--- config.mk ---
export PLATFORM = sky130hd
export DESIGN_NAME = ram_port_arbiter
export DESIGN_NICKNAME = d
export VERILOG_FILES = /design/src/rtl/ram_port_arbiter.sv
export SDC_FILE = /design/constraint.sdc
export NUM_CORES = 1
export LEC_CHECK = 0
export ABC_AREA = 1
export CORE_AREA = 2 2 97 99
export CTS_BUF_LIST = sky130_fd_sc_hd__clkbuf_8
export CTS_CLUSTER_DIAMETER = 60
export CTS_CLUSTER_SIZE = 24
export DETAILED_ROUTE_END_ITERATION = 6
export DIE_AREA = 0 0 99 101
export GPL_ROUTABILITY_DRIVEN = 0
export PLACE_DENSITY = 0.87
export SETUP_SLACK_MARGIN = 0.5
export SYNTH_ARGS = -nofsm -noshare
export SYNTH_HDL_FRONTEND = slang
export SYNTH_SLANG_ARGS = --single-unit
--- constraint.sdc ---
create_clock -name clock -period 3 [get_ports clock]
set_input_delay 0.45 -clock clock [delete_from_list [all_inputs] [get_ports clock]]
set_output_delay 0.45 -clock clock [all_outputs]
set_load 0.01 [all_outputs]
--- src/rtl/ram_port_arbiter.sv ---
// Two-requester arbiter for a single-port synchronous RAM: round-robin ties, bounded
// back-to-back lock for requester 1, one access per two cycles, read data returned next cycle.
module ram_port_arbiter #(
    parameter int unsigned A_WIDTH    = 12,
    parameter int unsigned LOCK_LIMIT = 8
) (
    input  logic               clock,
    input  logic               reset,
    input  logic               r0Request,
    input  logic               r0Write,
    input  logic [A_WIDTH-1:0] r0Address,
    input  logic [31:0]        r0WriteData,
    input  logic [3:0]         r0ByteEnable,
    output logic               r0Grant,
    output logic               r0ReadValid,
    output logic [31:0]        r0ReadData,
    input  logic               r1Request,
    input  logic               r1Write,
    input  logic [A_WIDTH-1:0] r1Address,
    input  logic [31:0]        r1WriteData,
    input  logic [3:0]         r1ByteEnable,
    output logic               r1Grant,
    output logic               r1ReadValid,
    output logic [31:0]        r1ReadData,
    input  logic               r1Lock,
    output logic [A_WIDTH-1:0] ramAddress,
    output logic [31:0]        ramWriteData,
    output logic [3:0]         ramByteEnable,
    output logic               ramWriteEnable,
    input  logic [31:0]        ramReadData
);

    localparam logic [3:0] LockLimit = 4'(LOCK_LIMIT);

    typedef enum logic [1:0] {
        StIdle,
        StAccess0,
        StAccess1
    } state_e;

    state_e             state_q, state_d;
    logic               last_grant_q, last_grant_d;
    logic [3:0]         lock_cnt_q, lock_cnt_d;
    logic               wr_q, wr_d;
    logic [A_WIDTH-1:0] addr_q, addr_d;
    logic [31:0]        wdata_q, wdata_d;
    logic [3:0]         be_q, be_d;
    logic               rv0_q, rv0_d;
    logic               rv1_q, rv1_d;

    logic pick0, pick1, lock_hit;
    logic in_access0, in_access1;

    always_comb begin
        pick0    = 1'b0;
        pick1    = 1'b0;
        lock_hit = 1'b0;
        if (state_q == StIdle) begin
            if (r0Request && r1Request) begin
                lock_hit = r1Lock && last_grant_q && (lock_cnt_q < LockLimit);
                if (lock_hit) begin
                    pick1 = 1'b1;
                end else if (last_grant_q) begin
                    pick0 = 1'b1;
                end else begin
                    pick1 = 1'b1;
                end
            end else if (r0Request) begin
                pick0 = 1'b1;
            end else if (r1Request) begin
                pick1 = 1'b1;
            end
        end
    end

    always_comb begin
        state_d      = state_q;
        last_grant_d = last_grant_q;
        lock_cnt_d   = lock_cnt_q;
        wr_d         = wr_q;
        addr_d       = addr_q;
        wdata_d      = wdata_q;
        be_d         = be_q;
        rv0_d        = 1'b0;
        rv1_d        = 1'b0;
        unique case (state_q)
            StIdle: begin
                if (pick0) begin
                    state_d      = StAccess0;
                    last_grant_d = 1'b0;
                    lock_cnt_d   = 4'd0;
                    wr_d         = r0Write;
                    addr_d       = r0Address;
                    wdata_d      = r0WriteData;
                    be_d         = r0ByteEnable;
                end else if (pick1) begin
                    state_d      = StAccess1;
                    last_grant_d = 1'b1;
                    // Unlocked r1 grants restart the run; locked non-contended ones leave it alone.
                    if (lock_hit) begin
                        lock_cnt_d = lock_cnt_q + 4'd1;
                    end else if (!r1Lock) begin
                        lock_cnt_d = 4'd0;
                    end
                    wr_d    = r1Write;
                    addr_d  = r1Address;
                    wdata_d = r1WriteData;
                    be_d    = r1ByteEnable;
                end
            end
            StAccess0: begin
                state_d = StIdle;
                rv0_d   = !wr_q;
            end
            StAccess1: begin
                state_d = StIdle;
                rv1_d   = !wr_q;
            end
            default: state_d = StIdle;
        endcase
    end

    always_ff @(posedge clock) begin
        if (!reset) begin
            state_q      <= StIdle;
            last_grant_q <= 1'b1;
            lock_cnt_q   <= 4'd0;
            wr_q         <= 1'b0;
            addr_q       <= '0;
            wdata_q      <= 32'h0;
            be_q         <= 4'h0;
            rv0_q        <= 1'b0;
            rv1_q        <= 1'b0;
        end else begin
            state_q      <= state_d;
            last_grant_q <= last_grant_d;
            lock_cnt_q   <= lock_cnt_d;
            wr_q         <= wr_d;
            addr_q       <= addr_d;
            wdata_q      <= wdata_d;
            be_q         <= be_d;
            rv0_q        <= rv0_d;
            rv1_q        <= rv1_d;
        end
    end

    // Outputs are gated by reset so an in-flight access is squashed the moment reset drops.
    assign in_access0 = (state_q == StAccess0) && reset;
    assign in_access1 = (state_q == StAccess1) && reset;

    assign r0Grant        = in_access0;
    assign r1Grant        = in_access1;
    assign ramAddress     = reset ? addr_q : '0;
    assign ramWriteData   = reset ? wdata_q : 32'h0;
    assign ramByteEnable  = reset ? be_q : 4'h0;
    assign ramWriteEnable = (in_access0 || in_access1) && wr_q;

    assign r0ReadValid = rv0_q && reset;
    assign r1ReadValid = rv1_q && reset;
    assign r0ReadData  = r0ReadValid ? ramReadData : 32'h0;
    assign r1ReadData  = r1ReadValid ? ramReadData : 32'h0;

endmodule
# Word level (Yosys, flattened, before mapping)
# Cells that the tools add are included.
[op_classes]
magnitude_cmp = 1
bitwise = 2
n_eq_ne = 3
mux = 34
reduce_logical = 18
addsub = 1
[ops]
columns = ["op", "count"]
rows = [
  ["2-to-1 mux 32 bit", 5],
  ["2-to-1 mux 12 bit", 3],
  ["2-to-1 mux 4 bit", 7],
  ["2-to-1 mux 1 bit", 19],
  ["logical AND 1 bit", 8],
  ["AND reduction 2 bit", 4],
  ["adder 4 x 1 -> 4 bit, second input constant", 1],
  ["less-than comparator 4 bit, second input constant", 1],
  ["inequality test 3 x 1 -> 1 bit, second input constant", 1],
  ["AND reduction 3 bit", 1],
  ["OR reduction 3 bit", 1],
  ["== test 2 x 1 -> 1 bit, second input constant", 1],
  ["== test 2 bit, second input constant", 1],
  ["zero test 2 bit", 1],
  ["NOT 1 bit", 2],
  ["nonzero test 2 bit", 1],
  ["zero test 1 bit", 1],
  ["logical OR 1 bit", 1],
]
[totals]
inputBits = 135
reg_bits = 58
out_inout_bits = 117
wordCells = 69

# Depth between registers and ports, before layout
# Gate-level depths: netlist of run 1.
[depth]
depth_word = 7
ltp_mapped = 9
depth_no_buf = 8

# Worst setup path before layout of run 1
# Ideal clock, no wire load.
[synth_path]
kind = "input -> output"
start = "in reset"
end = "out ramWriteData[11]"
required_time_ns = 2.550
n_path_buf = 2
cell_stages = 4
path_slack_ns = 1.394
arrival_time_ns = 1.156
cell_sequence = "clkbuf_1 > buf_1 > nand2_1 > inv_1"
[synth_via]
elab_chain_len = 1
[synth_lines]
columns = ["item", "line", "source"]
rows = [
  ["start, declared", "8", "input logic reset,"],
  ["2-to-1 mux 32 bit", "154", "assign ramWriteData = reset ? wdata_q : 32'h0;"],
  ["end, declared", "27", "output logic [31:0] ramWriteData,"],
]
# Every way passes these cells.

# Worst setup path in the final report of run 1
[layout_path]
start = "reg state_q[1]"
end = "out ramWriteEnable"
[layout_via]
elab_chain_len = 4
elab_cells_between_ends = 6
classes_between = "eq/ne (2); reduce/logical (4)"
[layout_lines]
columns = ["item", "line", "source"]
rows = [
  ["start, declared", "41", "state_e state_q, state_d;"],
  ["start signal, assigned", "125", "state_q <= StIdle;"],
  ["start signal, assigned", "135", "state_q <= state_d;"],
  ["== test 2 x 1 -> 1 bit / == test 2 bit (equally long branches)", "148, 149", ""],
  ["logical AND 1 bit, on equally long branches", "148, 149", ""],
  ["logical OR 1 bit *", "156", "assign ramWriteEnable = (in_access0 || in_access1) && wr_q;"],
  ["logical AND 1 bit *", "156", ""],
  ["end, declared", "29", "output logic ramWriteEnable,"],
]
# Every way passes the cells marked *; elsewhere a longest branch is shown, timed or not.

==> results by stage, run 1 <==
Critical path:
- Traced cell by cell, the critical path runs through inv_1 -> nor3_1 -> o21a_1 -> clkdlybuf4s50_1.
- For this run, the slowest stage of the critical path takes roughly 0.56 ns.
- The kind of critical path is reg2out.
- The endpoint of the worst register-to-register path is addr_q[10].
- The worst register-to-register path has a setup slack of around 1.3 ns.
- The kind of cell adding the most delay to the critical path is buffers and inverters.
- The worst setup path is launched from a flip-flop.
- Data on the critical path is required at its endpoint by 2.55 ns.
- The worst setup path is captured at a primary output.
- The number of cells on the worst reg-to-reg path is 7.
- On the critical path, the stage with the largest delay is an instance of sky130_fd_sc_hd__clkdlybuf4s50_1.
- The number of buffers and inverters on the critical path is 2.
- In this run the critical register-to-register path is launched from state_q[1].
- The arrival time reported for the critical path endpoint is roughly 1.8 ns.
- The maximum net fanout on the critical path is 4.

Global routing:
- The number of antenna violations at the first check in global routing came to 1.
- Global routing used 24.80% of the available tracks.
- The first-pass GRT wire length is 19820 microns.
- The largest net degree at the start of global routing is 38.
- The via count of the first global-routing pass is 4176.
- The total congestion overflow is 0.

Yosys:
- The count of mapped cells out of synthesis is between 500 and 600.
- The synthesized netlist occupies a cell area of between 0.003 and 0.004 sq mm.
- The mean post-synth cell area is 5.929 sq um.
- The number of register bits inferred by synthesis is 58.
- When the netlist entered floorplanning its net count stood at 687.
- The predominant post-synthesis flop cell is sky130_fd_sc_hd__dfxtp_1.
- In the post-synthesis netlist, the biggest area contributors are sky130_fd_sc_hd__dfxtp_1, sky130_fd_sc_hd__nand2_1, sky130_fd_sc_hd__nand3_1.
- After synthesis, the netlist uses 23 different library cells.
- Of all cell types, the one taking the most synthesized area is sky130_fd_sc_hd__dfxtp_1.
- Yosys printed 0 warnings.
- The count of flip-flops with a built-in enable after synthesis is 0.
- The fraction of registers with async set or reset after synthesis is 0%.
- Sequential elements use 35.54% of the synthesized area.
- The share of synthesized area in the top cell type comes to 35.54%.

Clocking:
- For the worst-skew pair, the clock arrives at the later sink with an insertion delay of 0.32 ns.
- For this design, the sink count on the clock tree is 58.
- Post-CTS repair changed the size of 0 cells.
- Buffers added to address setup during post-CTS repair amount to 0.
- CTS built an H-tree with a depth of 3.
- The buffer levels on the longest clock path is 2.
- The clock root buffer is sky130_fd_sc_hd__clkbuf_8.
- The number of buffers inserted by hold repair at cts is 0.
- Clock-pin slew was measured on the worst setup and hold paths at 0.06 ns.
- The clock tree from TritonCTS is built.
- The total CTS buffers is 9.

Drt:
- The detailed-route wire length is 12860 microns.
- Detailed routing inserted a total of about 4300 vias.
- After detailed routing, the number of remaining DRC violations is 0.
- The DRC violation total after the first TritonRoute iteration is 144.
- The detail route stage leaves a number of antenna-violating nets equal to 0.
- The number of vias per cell after detailed routing is 4.802.
- After detailed routing, the average wire length per cell comes to approximately 14 microns.
- The pre-antenna-repair detailed-routing pass consisted of 5 iterations.

Timing:
- The smallest clock period supported by the final layout is computed as 2.295 ns.
- The final critical-path share of the clock period is 76.49%.
- Clock skew on the completed layout was measured at 0.01159 ns.
- Timing would allow up to 435.8 MHz.
- On the final layout, the worst hold slack is 0.4267 ns.
- The setup TNS is 0 ns.
- Setup repair after global routing left no endpoint under its margin.
- Setup violations remaining at the end of the flow were counted as 0.
- The total count of hold-check failures in the final report is 0.
- The actual transition at the worst max-transition pin is 0.3750 ns.
- Measured against its own limit, the worst slew margin works out to between 70% and 80%.
- The final max-slew violation count is 0.
- The smallest setup slack after layout is 0.7054 ns.

Floorplan:
- Measured along the y axis, the die boundary spans 101 microns.
- The full die area is 0.009999 sq mm.
- The core region is around 0.0090 sq mm.
- The die is 99 microns wide.
- The floorplan has 35 rows.
- The starting density of the core is 36.39%.
- In this run the count of I/O pins placed on the die edge is 252.

Worst hold path:
- The worst hold path class is in2reg.
- The worst hold path endpoint is last_grant_q.
- Counting instances, the worst hold path has a depth of 2.
- The launch instance of the worst min-delay path is reset.

Layout:
- The library cell used most frequently in the layout, excluding fill and tap cells, is sky130_fd_sc_hd__clkdlybuf4s50_1.
- The final net count is 926.
- Compared with the post-synthesis result, the final layout area differs by 84.76%.
- The total area of multi-input combinational cells is approximately 0.0016 sq mm.
- The layout has about 750 filler cells.
- Summing all flip-flop and latch instances after layout gives 0.001161 sq mm.
- Summing all non-filler instances in the final layout gives an area of about 0.0060 sq mm.
- In the final layout, the share of cells above drive strength 1 is 3.909%.
- The library cells used most frequently in the layout, excluding fill and tap cells, are sky130_fd_sc_hd__clkdlybuf4s50_1, sky130_fd_sc_hd__nand2_1, sky130_fd_sc_hd__inv_1, sky130_fd_sc_hd__nand3_1, sky130_fd_sc_hd__nor2_1.

Run:
- The number of max-cap violations is 0.

Power and ir drop:
- The power density over cell area is 378.6 mW/mm^2.
- Across the VDD grid, the largest voltage drop is 241.9 uV.
- The static leakage is 2.900 nW.
- Summing internal, switching and leakage power gives roughly 2.3 mW.

Placed design:
- The placement-stage cell area is 0.005842 sq mm.
- During placement, the flow inserted port buffers numbering 251.
- The half-perimeter wire length after detailed placement is ~10000 microns.
- The minimum setup slack after placement is 0.8215 ns.

Status:
- The run finished with clean final reports.
sequential cells by signal (all words and copies together), names as in the netlist:
name and flops:
wdata_q 32, addr_q 12, be_q 4, lock_cnt_q 4, state_q 2, last_grant_q 1, rv0_q 1, rv1_q 1
wr_q 1
Yosys cell counts, drive strengths merged (2+ instances only):
| master | count |
|---|---|
| a21oi | 5 |
| a31oi | 25 |
| buf | 21 |
| clkbuf | 14 |
| dfxtp | 58 |
| inv | 98 |
| nand2 | 168 |
| nand3 | 81 |
| nor2 | 70 |
| nor3 | 2 |
| nor4 | 2 |
through the flow:
| step | instances | util, % |
|---|---|---|
| after global placement | 890 | 65.07 |
| after floorplan | 551 | - |
| after CTS | 904 | 67.21 |
| after detailed placement | 890 | 65.07 |
| final | 905 | 67.23 |
| after global routing | 905 | 67.23 |
cell families after synthesis:
| logic type | after synthesis | share of synthesized area, % |
|---|---|---|
| adder cells (fa/ha/maj) | 1 | 0.3829 |
| flip-flops | 58 | 35.54 |
| AO/OA/AOI/OAI | 32 | 6.128 |
| AND/OR/NAND/NOR | 325 | 41.13 |
| buffers and inverters | 134 | 16.55 |
| XOR/XNOR | 1 | 0.2681 |
worst max path at each step:
stage | to | slack (ns) | from | depth (start not counted)
floorplan | ramWriteData[11] | 1.39 | reset | 4
global placement | ramWriteData[19] | 0.86 | reset | 5
detailed placement | addr_q[4] | 0.82 | r1Lock | 6
CTS | ramWriteEnable | 0.72 | state_q[1] | 4
global route | ramWriteEnable | 0.66 | state_q[0] | 4
finish | ramWriteEnable | 0.71 | state_q[1] | 4
power by group:
part	leakage, nW	internal, mW	switching, mW
clock network	0.101	0.417	0.289
logic	2.32	0.354	0.325
registers	0.478	0.855	0.0446
final cells by class:
cell class	instances	area share (%)
antenna	1	0.04146
sequential	58	19.24
timing repair buffer	263	43.03
multi-input combinational	359	26.06
clock inverter	3	0.6633
tap	111	2.301
inverter	99	6.157
clock buffer	11	2.508
layer usage:
layer  global-route usage (%)  part of all wire (%)
met5                        0                     0
met3                    5.756                   7.5
met4                    10.75                   2.3
met1                    26.47                    37
met2                    46.47                    53
No activity file was read; power rests on OpenSTA's default activity.
==> run 2, diff against run 1 <==
Settings changed: CORE_AREA 2 2 97 99 to not set, CORE_UTILIZATION set to 31, DIE_AREA 0 0 99 101 to not set, PLACE_DENSITY 0.87 to 0.78.
Clock period 3 ns to 2.1 ns, I/O delays scaled along.
==> run 2 against run 1 <==
Against the previous run: wire length up 4.3%; final area is 1.7% higher; first-iteration DRC count grew 110%; sequential share of layout area fell by 0.18 points; worst setup slack got worse by 0.21 ns; combinational power increased by 45%; count of clock-buffer cells in the layout shrank 2; register-to-register slack got worse by 0.74 ns.
==> results by stage, run 2 (synthesis results as in run 1) <==
Critical path:
- In this design, the stage delay of the slowest critical-path cell is 0.38 ns.
- The worst-path cell with the longest stage delay is sky130_fd_sc_hd__dfxtp_4.
- The required time of the worst setup path is 1.78 ns.
- Along the worst path, the maximum fanout reaches 4.
- The signal on the critical path passes through inv_1 -> nor3_2 -> o21a_1 -> clkbuf_2.
- The arrival time reported for the critical path endpoint is 1.29 ns.
- The critical path is of the reg2out type.
- The sort of element at the start of the critical path is a flip-flop.
- The endpoint type of the worst setup path is a primary output.

Timing:
- The final hold slack is approximately 0.46 ns.
- The actual transition at the worst max-transition pin is 0.3298 ns.
- The final-report setup violation count is 0.
- The final max-slew violation count is 0.
- In the post-route analysis, the smallest setup slack over all paths is approximately 0.50 ns.
- The final critical delay including setup and external delays is 1.604 ns.
- The worst-case clock skew is 0.01236 ns.
- Setup repair after global routing could not meet its margin everywhere.
- The setup TNS is 0 ns.
- The max-slew headroom at the worst pin is 78.01%.
- The final critical-path share of the clock period is 76.36%.
- The total count of hold-check failures in the final report came to 0.
- The maximum clock frequency is 623.6 MHz.

Power and ir drop:
- The cell-internal power is 2.502 mW.
- In this run the power spent charging and discharging nets is 984.0 uW.
- The worst-case IR drop observed on VDD is 318.5 uV.
- The relative contribution of the clock network to total power is 35.0%.
- The fraction of power spent switching nets is between 20% and 30%.
- The static leakage is 3.860 nW.
- Of the total power, combinational logic draws 28.3%.
- The power density over cell area is 567.8 mW/mm^2.
- The sequential group share of total power is 36.7%.

Placed design:
- The half-perimeter wire length after detailed placement is 9576 microns.
- The number of instances in the placed design is ~920.
- The minimum setup slack after placement is 0.1573 ns.
- The count of input and output buffers is 251.

Drt:
- The DRC violation total after the first TritonRoute iteration is 303.
- The number of vias per cell after detailed routing is 4.708.
- For this block, the routed nets add up to about 13000 microns of wire.
- The first detailed-routing pass ran for 5 iterations.
- The routed layout has about 4400 vias.
- After detailed routing, the average wire length per cell comes to 14.24 microns.
- After detailed routing, the number of remaining DRC violations is 0.
- The remaining antenna violation count after routing is 0.

Layout:
- Leaving out fill and tap cells, the most frequent cells in the layout are sky130_fd_sc_hd__nand2_1, sky130_fd_sc_hd__clkdlybuf4s50_1, sky130_fd_sc_hd__inv_1, sky130_fd_sc_hd__nand3_1, sky130_fd_sc_hd__nor2_1.
- Summing all flip-flop and latch instances after layout gives 0.001170 sq mm.
- At the end of the flow, the number of nets in the layout was 935.
- The multi-input combinational cells in the finished layout cover a total of 0.001593 sq mm.
- The largest registers in the layout are wdata_q x32, addr_q x12.
- After filler insertion, the fill cell instance count of the layout stands at between 900 and 1000.
- wdata_q holds more flip-flops than any other register.
- Leaving out fill and tap cells, the most frequent cell in the layout is sky130_fd_sc_hd__nand2_1.
- The filler-free cell count of the finished design is 942.
- At the end of the flow the core is filled with cells to between 50% and 60%.
- Relative to the synthesized area, the layout overhead comes to 87.94%.
- The proportion of layout cells with a drive suffix above 1 is 14.05%.
- The flip-flop count of the largest register, all copies and words added is 32.

Worst hold path:
- The worst hold path class is in2reg.

Floorplan:
- The starting density of the core is 31.79%.
- The number of ports placed on the die boundary is 252.
- The floorplan core area is 0.01028 sq mm.
- In this run the core area contains 37 standard-cell rows.
- The floorplan die height is approximately 100 microns.
- Measured along the x axis, the die boundary spans 104.7 microns.
- The die covers 0.01095 sq mm.

Clocking:
- Clock-pin slew was measured on the worst setup and hold paths at 0.06 ns.
- The maximum level of the CTS H-tree is 3.
- The tree is rooted in a sky130_fd_sc_hd__clkbuf_8.
- The buffer levels on the longest clock path is 2.
- TritonCTS built the clock tree.
- Clock tree synthesis inserted a total of 9 buffers.
- CTS saw 58 sinks.
- At the later pin of the worst-skew pair, clock insertion delay measures between 0.3 and 0.4 ns.

Run:
- The number of max-cap violations is 0.

Global routing:
- The overall fraction of global-route tracks in use is 23.02%.
- The first global-routing pass estimated roughly 20000 microns of wire.
- The via count of the first global-routing pass is 4182.
- The total congestion overflow is 0.
- The global-route met3 utilization is 4.492%.
- For met1 alone, demand over resource in global routing was a little under a quarter.
- The global routing's busiest layer is met2.
- The number of antenna violations at the first check in global routing is 2.
- Entering global routing, the biggest net connects 37 pins.
- Global routing used approximately 44% of the available met2 tracks.

Status:
- The run finished with clean final reports.
run 2: per-stage QoR:
stage	power [mW]	instance area, sq um
finish	3.486	6140
detailed placement	2.276	5906
CTS	3.507	6173
floorplan	1.744	3267
global placement	2.250	5906
global route	3.674	6140
run 2: area by class of cell:
| type | count | area share (%) |
|---|---|---|
| clock buffers | 9 | 2.018 |
| clock inverters | 7 | 1.793 |
| well taps | 136 | 2.772 |
| diodes | 2 | 0.08152 |
| inverters | 99 | 6.053 |
| flip-flops and latches | 58 | 19.05 |
| repair buffers | 272 | 42.29 |
| multi-input cells | 359 | 25.94 |
run 2: repair_timing:
item | in CTS | in global routing
endpoints found under the setup margin | 127 | 156
pin swaps | 0 | 1
gates resized for setup | 127 | 153
setup buffers | 0 | 3
hold buffers | 0 | 0
gates cloned | 2 | 3
run 2: worst paths after layout:
path	slack (ns)	startpoint	to	cells past startpoint
worst max-delay path	0.50	state_q[0]	ramWriteEnable	4
worst min-delay path	0.46	reset	wr_q	4
worst max register to register	0.60	state_q[1]	wdata_q[0]	7
worst min register to register	0.49	state_q[1]	rv0_q	1
run 2: metal layers:
layer	share of wire, %	vias to the layer above
met4	3.8	0
met5	0	-
li1	-	2185
met3	7.1	33
met2	52	222
met1	37	1995
run 2: power groups by stage:
| stage | logic [mW] | registers [mW] | clock network (mW) |
|---|---|---|---|
| after floorplan | 0.460 | 1.28 | 0 |
| after global placement | 0.956 | 1.29 | 0 |
| after detailed placement | 0.976 | 1.30 | 0 |
| after CTS | 0.981 | 1.28 | 1.25 |
| after global routing | 1.08 | 1.29 | 1.31 |
| final | 0.986 | 1.28 | 1.22 |
run 2: critical path, delay by kind of cell (launching register included):
kind	cells	cell delay, ns
DFF	1	0.38
and+or+nand+nor	1	0.19
AOI/OAI and AO/OA	1	0.15
buffers and inverters	2	0.23
==> run 3, diff against run 2 <==
Clock period 2.1 ns to 1.3 ns, I/O delays scaled along.
==> run 3 against run 2 <==
Against the previous run: the flow now finishes with violations (setup timing); final area increased by 36%; wire length up 23%; worst setup slack worse by 0.72 ns; critical path depth up 6; sequential share of layout area is 4.4 points lower; register-to-register slack got worse by 0.83 ns; final cell count increased by 8.7%; critical endpoint is now wdata_q[6]; largest cell class unchanged.
==> results by stage, run 3 (synthesis results as in run 1) <==
Clocking:
- CTS built an H-tree with a depth of 3.
- The total CTS buffers is 9.
- The clock-pin slew on the worst setup and hold paths is 0.07 ns.
- After clock tree synthesis, the flow added hold-fix buffers numbering 0.
- The sink count of the clock tree is 58.
- The clock reaches the later pin of the worst-skew pair after ~0.34 ns.
- In this run the deepest clock path goes through 2 buffers.
- The root buffer cell chosen for the clock tree is sky130_fd_sc_hd__clkbuf_8.
- The clock tree from TritonCTS is built.

Timing:
- The actual transition at the worst max-transition pin is around 0.37 ns.
- The final max-slew violation count is 0.
- Timing would allow up to 655.5 MHz.
- For the final routed database, the setup TNS stands at -14.60 ns.
- Setup repair after global routing could not meet its margin everywhere.
- The worst path uses 117.4% of the clock period.
- The smallest setup slack after layout is -0.2256 ns.
- In this run the tightest slew margin relative to its limit is 74.77%.
- The worst-case clock skew is about 0.011 ns.
- The final-report setup violation count is 121.
- The smallest clock period supported by the final layout is computed as 1.526 ns.
- The total count of hold-check failures in the final report is 0.

Floorplan:
- The die covers ~0.011 sq mm.
- The total area inside the core boundary comes to 0.01028 sq mm.
- Measured along the x axis, the die boundary spans roughly 100 microns.
- The number of rows created at floorplan is 37.
- For this design the top-level I/O count stands at 252.
- The starting density of the core is roughly a third.
- The floorplan die height is 104.7 microns.

Global routing:
- Global routing used about 27% of the available tracks.
- The total congestion overflow is 0.
- The via count of the first global-routing pass is 4769.
- The number of antenna violations at the first check in global routing is 0.
- The first global-routing pass estimated 23430 microns of wire.
- The largest net degree at the start of global routing is 32.

Layout:
- The register bank with the most flops is wdata_q.
- The library cells used most frequently in the layout, excluding fill and tap cells, are sky130_fd_sc_hd__clkdlybuf4s50_1, sky130_fd_sc_hd__buf_6, sky130_fd_sc_hd__nand2_1, sky130_fd_sc_hd__nor2_4, sky130_fd_sc_hd__inv_1.
- The count of cells in the finished layout, fillers not included, comes to ~1000.
- The largest registers in the layout are wdata_q x32, addr_q x12.
- 0 antenna diodes ended up in the layout.
- Cells fill 81.47% of the core in the end.
- The area added between synthesis and finish is 156.3%.
- The library cell used most frequently in the layout, excluding fill and tap cells, is sky130_fd_sc_hd__clkdlybuf4s50_1.
- The proportion of layout cells with a drive suffix above 1 is 52.70%.
- At the end of the flow, the number of nets in the layout was approximately 1000.
- The register with the most flip-flops in the layout has 32 of them.

Critical path:
- The sort of element at the start of the critical path is a flip-flop.
- In this run the worst setup path begins at state_q[0].
- The number of cells on the worst reg-to-reg path is 10.
- The worst reg-to-reg setup slack is -0.23 ns.
- The origin of the critical flop-to-flop path is state_q[0].
- The termination of the worst setup path is wdata_q[6].
- The arrival time reported for the critical path endpoint is about 1.8 ns.
- The worst setup path is captured at a flip-flop.
- The endpoint of the worst register-to-register path is wdata_q[6].
- In this run the worst path has a maximum fanout of 5.
- The critical path is of the reg2reg type.
- Data on the critical path is required at its endpoint by approximately 1.6 ns.

Run:
- Across the run, the number of max-cap violations was 0.

Power and ir drop:
- The worst ir drop on vdd is 640.3 uV.
- The analysis attributes to cell leakage a power of 4.007 nW.
- In this run the power density over the cells is 788.6 mW/mm^2.

Status:
- The final reports fail on setup timing.
- The flow ran to the end, but the final reports show violations.

Drt:
- For this run, design rule violations remaining after detail routing come to 0.
- Detailed routing inserted a total of roughly 5000 vias.
- Summed over all layers, the routed wires come to between 15000 and 20000 microns.
- The first detailed-routing pass ran for 5 iterations.
- The remaining antenna violation count after routing is 0.
- For this block, the initial DRC count from the detailed router was about 290.
- Dividing the detail-routed wire length by the instance count gives between 15 and 20 microns.
- The number of vias per cell after detailed routing is between 4 and 5.

Worst hold path:
- The worst hold path class is in2reg.

Placed design:
- The number of instances in the placed design is 942.
- At the placement stage, the worst setup path has a slack of -0.3997 ns.
- The count of input and output buffers is 251.
- The half-perimeter wire length after detailed placement is 9926 microns.
==> run 3: changes by cell type in the layout (fill, tap and decap cells not counted), moves of 37 or more <==
| cell | before | now |
|---|---|---|
| sky130_fd_sc_hd__buf_6 | 3 | 126 |
| sky130_fd_sc_hd__clkbuf_2 | 57 | 0 |
| sky130_fd_sc_hd__dfxtp_1 | 55 | 15 |
| sky130_fd_sc_hd__dfxtp_2 | 1 | 39 |
| sky130_fd_sc_hd__dlymetal6s2s_1 | 39 | 0 |
| sky130_fd_sc_hd__inv_1 | 99 | 59 |
| sky130_fd_sc_hd__nand2_1 | 167 | 124 |
| sky130_fd_sc_hd__nand2_2 | 0 | 37 |
| sky130_fd_sc_hd__nor2_1 | 67 | 4 |
| sky130_fd_sc_hd__nor2_4 | 1 | 65 |
==> run 3: power breakdown <==
group | internal (mW) | leakage [nW] | switching (mW) | total (mW)
Sequential | 2.00 | 0.494 | 0.115 | 2.11
Clock | 1.12 | 0.116 | 0.750 | 1.87
Combinational | 1.43 | 3.40 | 1.19 | 2.62
==> run 3: per-layer routing <==
metal  vias up  share of wire, %  routed length (microns)  track usage, %
li1       2348                 -                        -               -
met1      2310                37                     6137           28.29
met2       257                52                     8590           50.19
met3        53               7.3                     1202           7.985
met4         0               3.8                      633           11.67
met5         -                 0                        0               0
==> run 3: what timing repair did <==
item,CTS,global route
buffers inserted,28,22
gates cloned,12,4
endpoints found under the setup margin,175,175
resized for setup,673,106
pin swaps,28,10
==> run 3: worst max-delay path, stage by stage (launching register included) <==
cell	delay [ns]
sky130_fd_sc_hd__dfxtp_2	0.34
sky130_fd_sc_hd__buf_6	0.12
sky130_fd_sc_hd__nor2_4	0.10
sky130_fd_sc_hd__nand2_2	0.08
sky130_fd_sc_hd__a21oi_4	0.18
sky130_fd_sc_hd__buf_6	0.12
sky130_fd_sc_hd__buf_8	0.12
sky130_fd_sc_hd__buf_12	0.11
sky130_fd_sc_hd__buf_16	0.11
sky130_fd_sc_hd__nand3_1	0.07
sky130_fd_sc_hd__nand3_1	0.10
==> run 3: worst min-delay path by stage <==
stage	endpoint	slack, ns	start	depth (start not counted)
floorplan	addr_q[10]	0.31	r0Address[10]	2
global placement	wdata_q[5]	0.48	wdata_q[5]	2
detailed placement	addr_q[7]	0.48	addr_q[7]	2
CTS	wr_q	0.16	reset	3
global route	wr_q	0.16	reset	3
finish	wr_q	0.17	reset	3
==> run 3: layout make-up <==
type,instances,area (sq um)
Clock buffer,10,137.6
Clock inverter,6,80.08
Fill cell,591,1904
Inverter,99,377.9
Multi-Input combinational cell,359,2405
Sequential cell,58,1225
Tap cell,136,170.2
Timing Repair Buffer,356,3978
==> run 3: per-stage QoR <==
| step | total power, mW | instance area [sq um] | hold slack [ns] |
|---|---|---|---|
| 5_1_grt | 6.894 | 8373 | 0.1626 |
| 3_3_place_gp | 3.908 | 6689 | 0.4797 |
| 3_5_place_dp | 3.950 | 6689 | 0.4770 |
| 4_1_cts | 6.332 | 7772 | 0.1582 |
| 2_1_floorplan | 2.985 | 3953 | 0.3082 |
| 6_report | 6.603 | 8373 | 0.1662 |
==> RTL edit 1 (config.mk and constraints of run 1) <==
`A_WIDTH`: 12 -> 16.
--- a/src/rtl/ram_port_arbiter.sv
+++ b/src/rtl/ram_port_arbiter.sv
@@ -2,5 +2,5 @@
 // back-to-back lock for requester 1, one access per two cycles, read data returned next cycle.
 module ram_port_arbiter #(
-    parameter int unsigned A_WIDTH    = 12,
+    parameter int unsigned A_WIDTH    = 16,
     parameter int unsigned LOCK_LIMIT = 8
 ) (
Ports: changed (resized r0Address, r1Address and ramAddress); port bits go from 252 to 264. No check against the original RTL was run, so the function may have changed too.
==> RTL edit 1 against run 1 <==
- total power increased by 15%
- count of clock-buffer cells in the layout is 1 lower
- die area is the same
- global-route usage increased by 1.3 points
- setup slack worse by 0.078 ns
- clock skew down 0.0048 ns
- sequential cell count up 4
- cell count grew 15%
- cell area is 9.9% higher
- area after synthesis is 15% higher
- combinational power up 28%
- routed wire length increased by 5.6%
- clock power rose by 13%
- critical path depth is 1 higher
- critical path type is now in -> out
- critical endpoint is now ramWriteData[10]
==> RTL edit 1: results (changes against run 1) <==
[run_status]
status = finished, final reports clean

[final_layout]
antennaDiodeCount = 0  ; -1
nFillCells = 730  ; -2.3%
nets = 1068  ; +15%
layout-drive-gt1-share = 0.08181  ; +0.04272
largestRegisters = wdata_q x32, addr_q x16

[clocking]
cts_setup_buffers = 0  ; unchanged
clockRootBuffer = clkbuf_8
insertion_delay_ns = 0.33
clk_pin_slew_ns = 0.06  ; about the same
cts_buffer_depth = 2  ; unchanged
htree_num_levels = 3  ; unchanged

[power]
p_leak_nw = 3.462  ; +19%
ir_drop_uv = 366.1  ; +51%

[global_routing]
antenna_found_initial = 0  ; -1
grt_pass1_wl_um = 20980  ; +5.9%
grt_pass1_vias = 4520  ; +8.2%
grt_use_total = 0.2608  ; +0.01282
grt_max_degree = 50  ; +32%

[worst_setup_path]
slowest_delay_ns = 0.55
cp_slowest_cell = clkdlybuf4s50_1
worstPathMaxFanout = 49  ; +45

[route]
dr.pass1.iters = 4  ; -1
drt_wl_total_um = 13590  ; +5.6%
num_vias = 4933  ; +14%
drtIter0Drc = 141  ; -2.1%

[synthesis]
synth_nets = 821  ; +20%
synth_area_leaders = dfxtp_1, nand2_1, nand3_1
yosysUniqueCellTypes = 25  ; +8.7%
yosysSeqAreaShare = 0.3318  ; -0.02365
async_reset_ff_frac = 0  ; unchanged
synth_top_cells_by_count = nand2_1, nor2_1, dfxtp_1, nand3_1, inv_1
yosysWarnings = 0  ; unchanged

[min_path]
hold_path.class = reg -> reg

[placed_design]
dpl.hpwl_um = 10590  ; +4.9%
portBuffers = 263  ; +4.8%

[sta]
slew_headroom = 0.6049  ; -0.1451
clock_skew_ns = 0.006795  ; -0.004791 ns

## RTL edit 1: cell types whose count changed after synthesis, sizes merged, moves of 2 or more
cell,run 1,this run
buf,21,15
a31oi,25,1
nand2,168,331
inv,98,96
nand3,81,61
clkbuf,14,24
dfxtp,58,62
## RTL edit 1: logic make-up (layout without fill, tap and decap cells)
kind of cell | Yosys count | count (layout) | share of synthesized area
AND/OR/NAND/NOR | 469 | 469 | 0.4983
buffers and inverters | 136 | 388 | 0.1488
flip-flops | 62 | 62 | 0.3318
AO/OA/AOI/OAI | 9 | 9 | 0.01773
adder cells (fa/ha/maj) | 1 | 1 | 0.003344
## RTL edit 1: metal layers
layer  wire length, um  track usage  part of all wire  vias to the layer above
met3              1100      0.07559             0.081                       35
met2              7168       0.4984              0.53                      219
met5                 0            0                 0                        -
met4               473       0.1180             0.035                        0
li1                  -            -                 -                     2485
met1              4845       0.2592              0.36                     2194
## RTL edit 1: worst max-delay path: cells and delay by family
family / cells / cell delay (ns)
simple gates: 1 / 0.16
buf+inv: 4 / 1.28
## RTL edit 1: layout make-up
type	count	area share
well taps	111	0.02094
multi-input cells	479	0.2945
repair buffers	275	0.4098
clock inverters	6	0.01170
clock buffers	10	0.02075
inverters	97	0.05491
flip-flops and latches	62	0.1874
## RTL edit 1: power by group
part	leakage, nW	internal [mW]	switching, mW
Combinational	2.83	0.413	0.455
Clock	0.119	0.482	0.314
Sequential	0.510	0.923	0.0333
## RTL edit 1: worst paths after layout
check / from / endpoint / slack (ns) / cells past startpoint
max: reset / ramWriteData[10] / 0.63 / 5
min: lock_cnt_q[3] / lock_cnt_q[3] / 0.50 / 2
max reg2reg: state_q[1] / addr_q[15] / 1.08 / 8
min reg2reg: lock_cnt_q[3] / lock_cnt_q[3] / 0.50 / 2
## RTL edit 1: per-stage QoR
stage               worst slack, ns    util  instance area, um^2  hold WS (ns)  cells
CTS                          0.5652  0.7380                 6625        0.5020   1040
floorplan                     1.281       -                 3741        0.4473    677
global placement             0.6488  0.7134                 6405        0.4696   1024
finish                       0.6276  0.7387                 6631        0.5013   1040
detailed placement           0.5805  0.7134                 6405        0.4835   1024
global route                 0.5145  0.7387                 6631        0.5298   1040
## RTL edit 1: repair_timing
| action | CTS | global route |
|---|---|---|
| gates cloned | 0 | 0 |
| setup endpoints to repair | 1 | 1 |
| pin swaps | 0 | 0 |
| resized for setup | 1 | 2 |
==> RTL edit 2 (config.mk and constraints of run 1) <==
Without the edit above. Reset style: asynchronous (`reset`), changed in one clocked block.
--- a/src/rtl/ram_port_arbiter.sv
+++ b/src/rtl/ram_port_arbiter.sv
@@ -121,5 +121,5 @@
     end
 
-    always_ff @(posedge clock) begin
+    always_ff @(posedge clock or negedge reset) begin
         if (!reset) begin
             state_q      <= StIdle;
Function: no difference found for any inputs over 10 cycles, from zero or initial values and one cycle with reset low; that may be too few to reach the edited logic, so the function may still have changed.
==> RTL edit 2 against run 1 <==
- cell area rose by 7.1%
- utilization rose by 4.8 points
- first-iteration DRC count rose by 5.6%
- routed wire length fell by 3.2%
- sequential cell count did not move
- setup slack got worse by 0.018 ns
- area after synthesis rose by 11%
Power is not compared: it rests on default switching activity, and its combinational part moved more than twofold at a synthesized area within 25%.
==> RTL edit 2: results (changes against run 1) <==
[run_status]
status = finished, final reports clean

[clocking]
clk_pin_slew_ns = 0.07
ctsHoldBuffers = 2  ; +2
htree_num_levels = 3  ; unchanged
cts_resized = 0  ; unchanged
cts_buffer_depth = 2  ; unchanged
insertion_delay_ns = 0.33
cts_buffers = 9  ; unchanged
cts_setup_buffers = 0  ; unchanged
clockRootBuffer = clkbuf_8

[global_routing]
antenna_found_initial = 1  ; unchanged
grt_pass1_vias = 4161  ; -0.36%
grt_max_degree = 100  ; +160%
grt_pass1_wl_um = 19260  ; -2.8%
grt_use_total = 0.2408  ; -0.007167

[placed_design]
pre_cts_slack_ns = 0.7348  ; -0.08671 ns
placed_cells = 924  ; +3.8%
dpl.hpwl_um = 9629  ; -4.6%
portBuffers = 251  ; unchanged

[sta]
clock_skew_ns = 0.01008  ; -0.001509 ns
worst_pin_slew_ns = 0.5305  ; +0.1555 ns

[synthesis]
synth_xor_area_frac = 0.002405  ; -0.0002755
yosysWarnings = 0  ; unchanged
synth_top_cells_by_count = nand2_1, inv_1, nor2_1, dfrtp_1, a21oi_1
async_reset_ff_frac = 1.000  ; +1.000
synth_nets = 721  ; +4.9%
synth_area_leaders = dfrtp_1, nand2_1, inv_1
yosysUniqueCellTypes = 28  ; +22%
netlist_instances = 585  ; +6.2%
muxShareOfSynthArea = 0  ; unchanged
synth_most_common_cell = nand2_1
synth_top_flop_cell = dfrtp_1
yosysSeqAreaShare = 0.3990  ; +0.04355
synth_fa_ha_area_frac = 0.003436  ; -0.0003935
synth-compound-area-share = 0.1395  ; +0.07824

[final_layout]
largest_reg_flops = 32  ; unchanged
largestRegisters = wdata_q x32, addr_q x12
layout-drive-gt1-share = 0.04091  ; +0.001823
nets = 962  ; +3.9%
final_cells = 943  ; +4.2%
nFillCells = 709  ; -5.1%

[power]
p_leak_nw = 3.517
ir_drop_uv = 526.3

[route]
drt-wirelength-per-cell_um = 13.20  ; -7.1%
routed_via_density = 4.633  ; -3.5%
drtIter0Drc = 152  ; +5.6%
drt.antenna.violating_nets = 0  ; unchanged
dr.pass1.iters = 4  ; -1

[worst_setup_path]
worstPathMaxFanout = 3  ; -1
cp.arrival_ns = 1.86  ; +0.02 ns

[min_path]
hold_path.class = in -> async

RTL edit 2: logic make-up (layout without fill, tap and decap cells):
group | count (synthesis) | count (layout)
AND/OR/NAND/NOR | 251 | 251
buffers and inverters | 174 | 420
AO/OA/AOI/OAI | 100 | 100
flip-flops | 58 | 58
adder cells (fa/ha/maj) | 1 | 1
XOR/XNOR | 1 | 1
other | 0 | 1
RTL edit 2: worst paths after layout:
kind	startpoint	endpoint	slack (ns)	cells past startpoint
max	state_q[1]	ramWriteEnable	0.69	4
min	reset	wdata_q[1]	0.22	2
max reg2reg	last_grant_q	addr_q[1]	1.25	8
min reg2reg	wdata_q[12]	wdata_q[12]	0.48	2
max in group asynchronous	reset	rv1_q	1.99	2
min in group clock	wdata_q[12]	wdata_q[12]	0.48	2
RTL edit 2: per-stage QoR:
stage | total power, mW | utilization | cell area [um^2]
2_1_floorplan | 2.404 | - | 3641
3_3_place_gp | 3.287 | 0.6941 | 6231
3_5_place_dp | 3.361 | 0.6941 | 6231
4_1_cts | 4.137 | 0.7200 | 6464
5_1_grt | 4.428 | 0.7200 | 6464
6_report | 4.107 | 0.7203 | 6466
RTL edit 2: where the power goes:
part           switching [mW]  total [mW]  internal [mW]
combinational            1.04        2.00          0.954
clock                   0.320       0.751          0.431
sequential              0.214        1.36           1.14
total                    1.58        4.11           2.53
RTL edit 2: layer usage:
layer / up-vias / share of wire / global-route usage
met5: - / 0 / 0
li1: 2184 / - / -
met3: 32 / 0.074 / 0.05132
met4: 0 / 0.035 / 0.1054
met1: 1977 / 0.36 / 0.2637
met2: 176 / 0.53 / 0.4470
RTL edit 2: final cells by class:
class                      instances  share of cell area
sequential                        58              0.2247
clock inverter                     5            0.009481
clock buffer                      11             0.02341
tap                              111             0.02148
multi-input combinational        353              0.2326
antenna                            1           0.0003870
inverter                         142             0.08243
timing repair buffer             262              0.4056
RTL edit 2: critical path, cell delays in order (launching register included):
cell and delay [ns]:
dfrtp_1 0.40, or2_2 0.31, nor2_1 0.13, o21a_1 0.13, clkdlybuf4s50_1 0.57
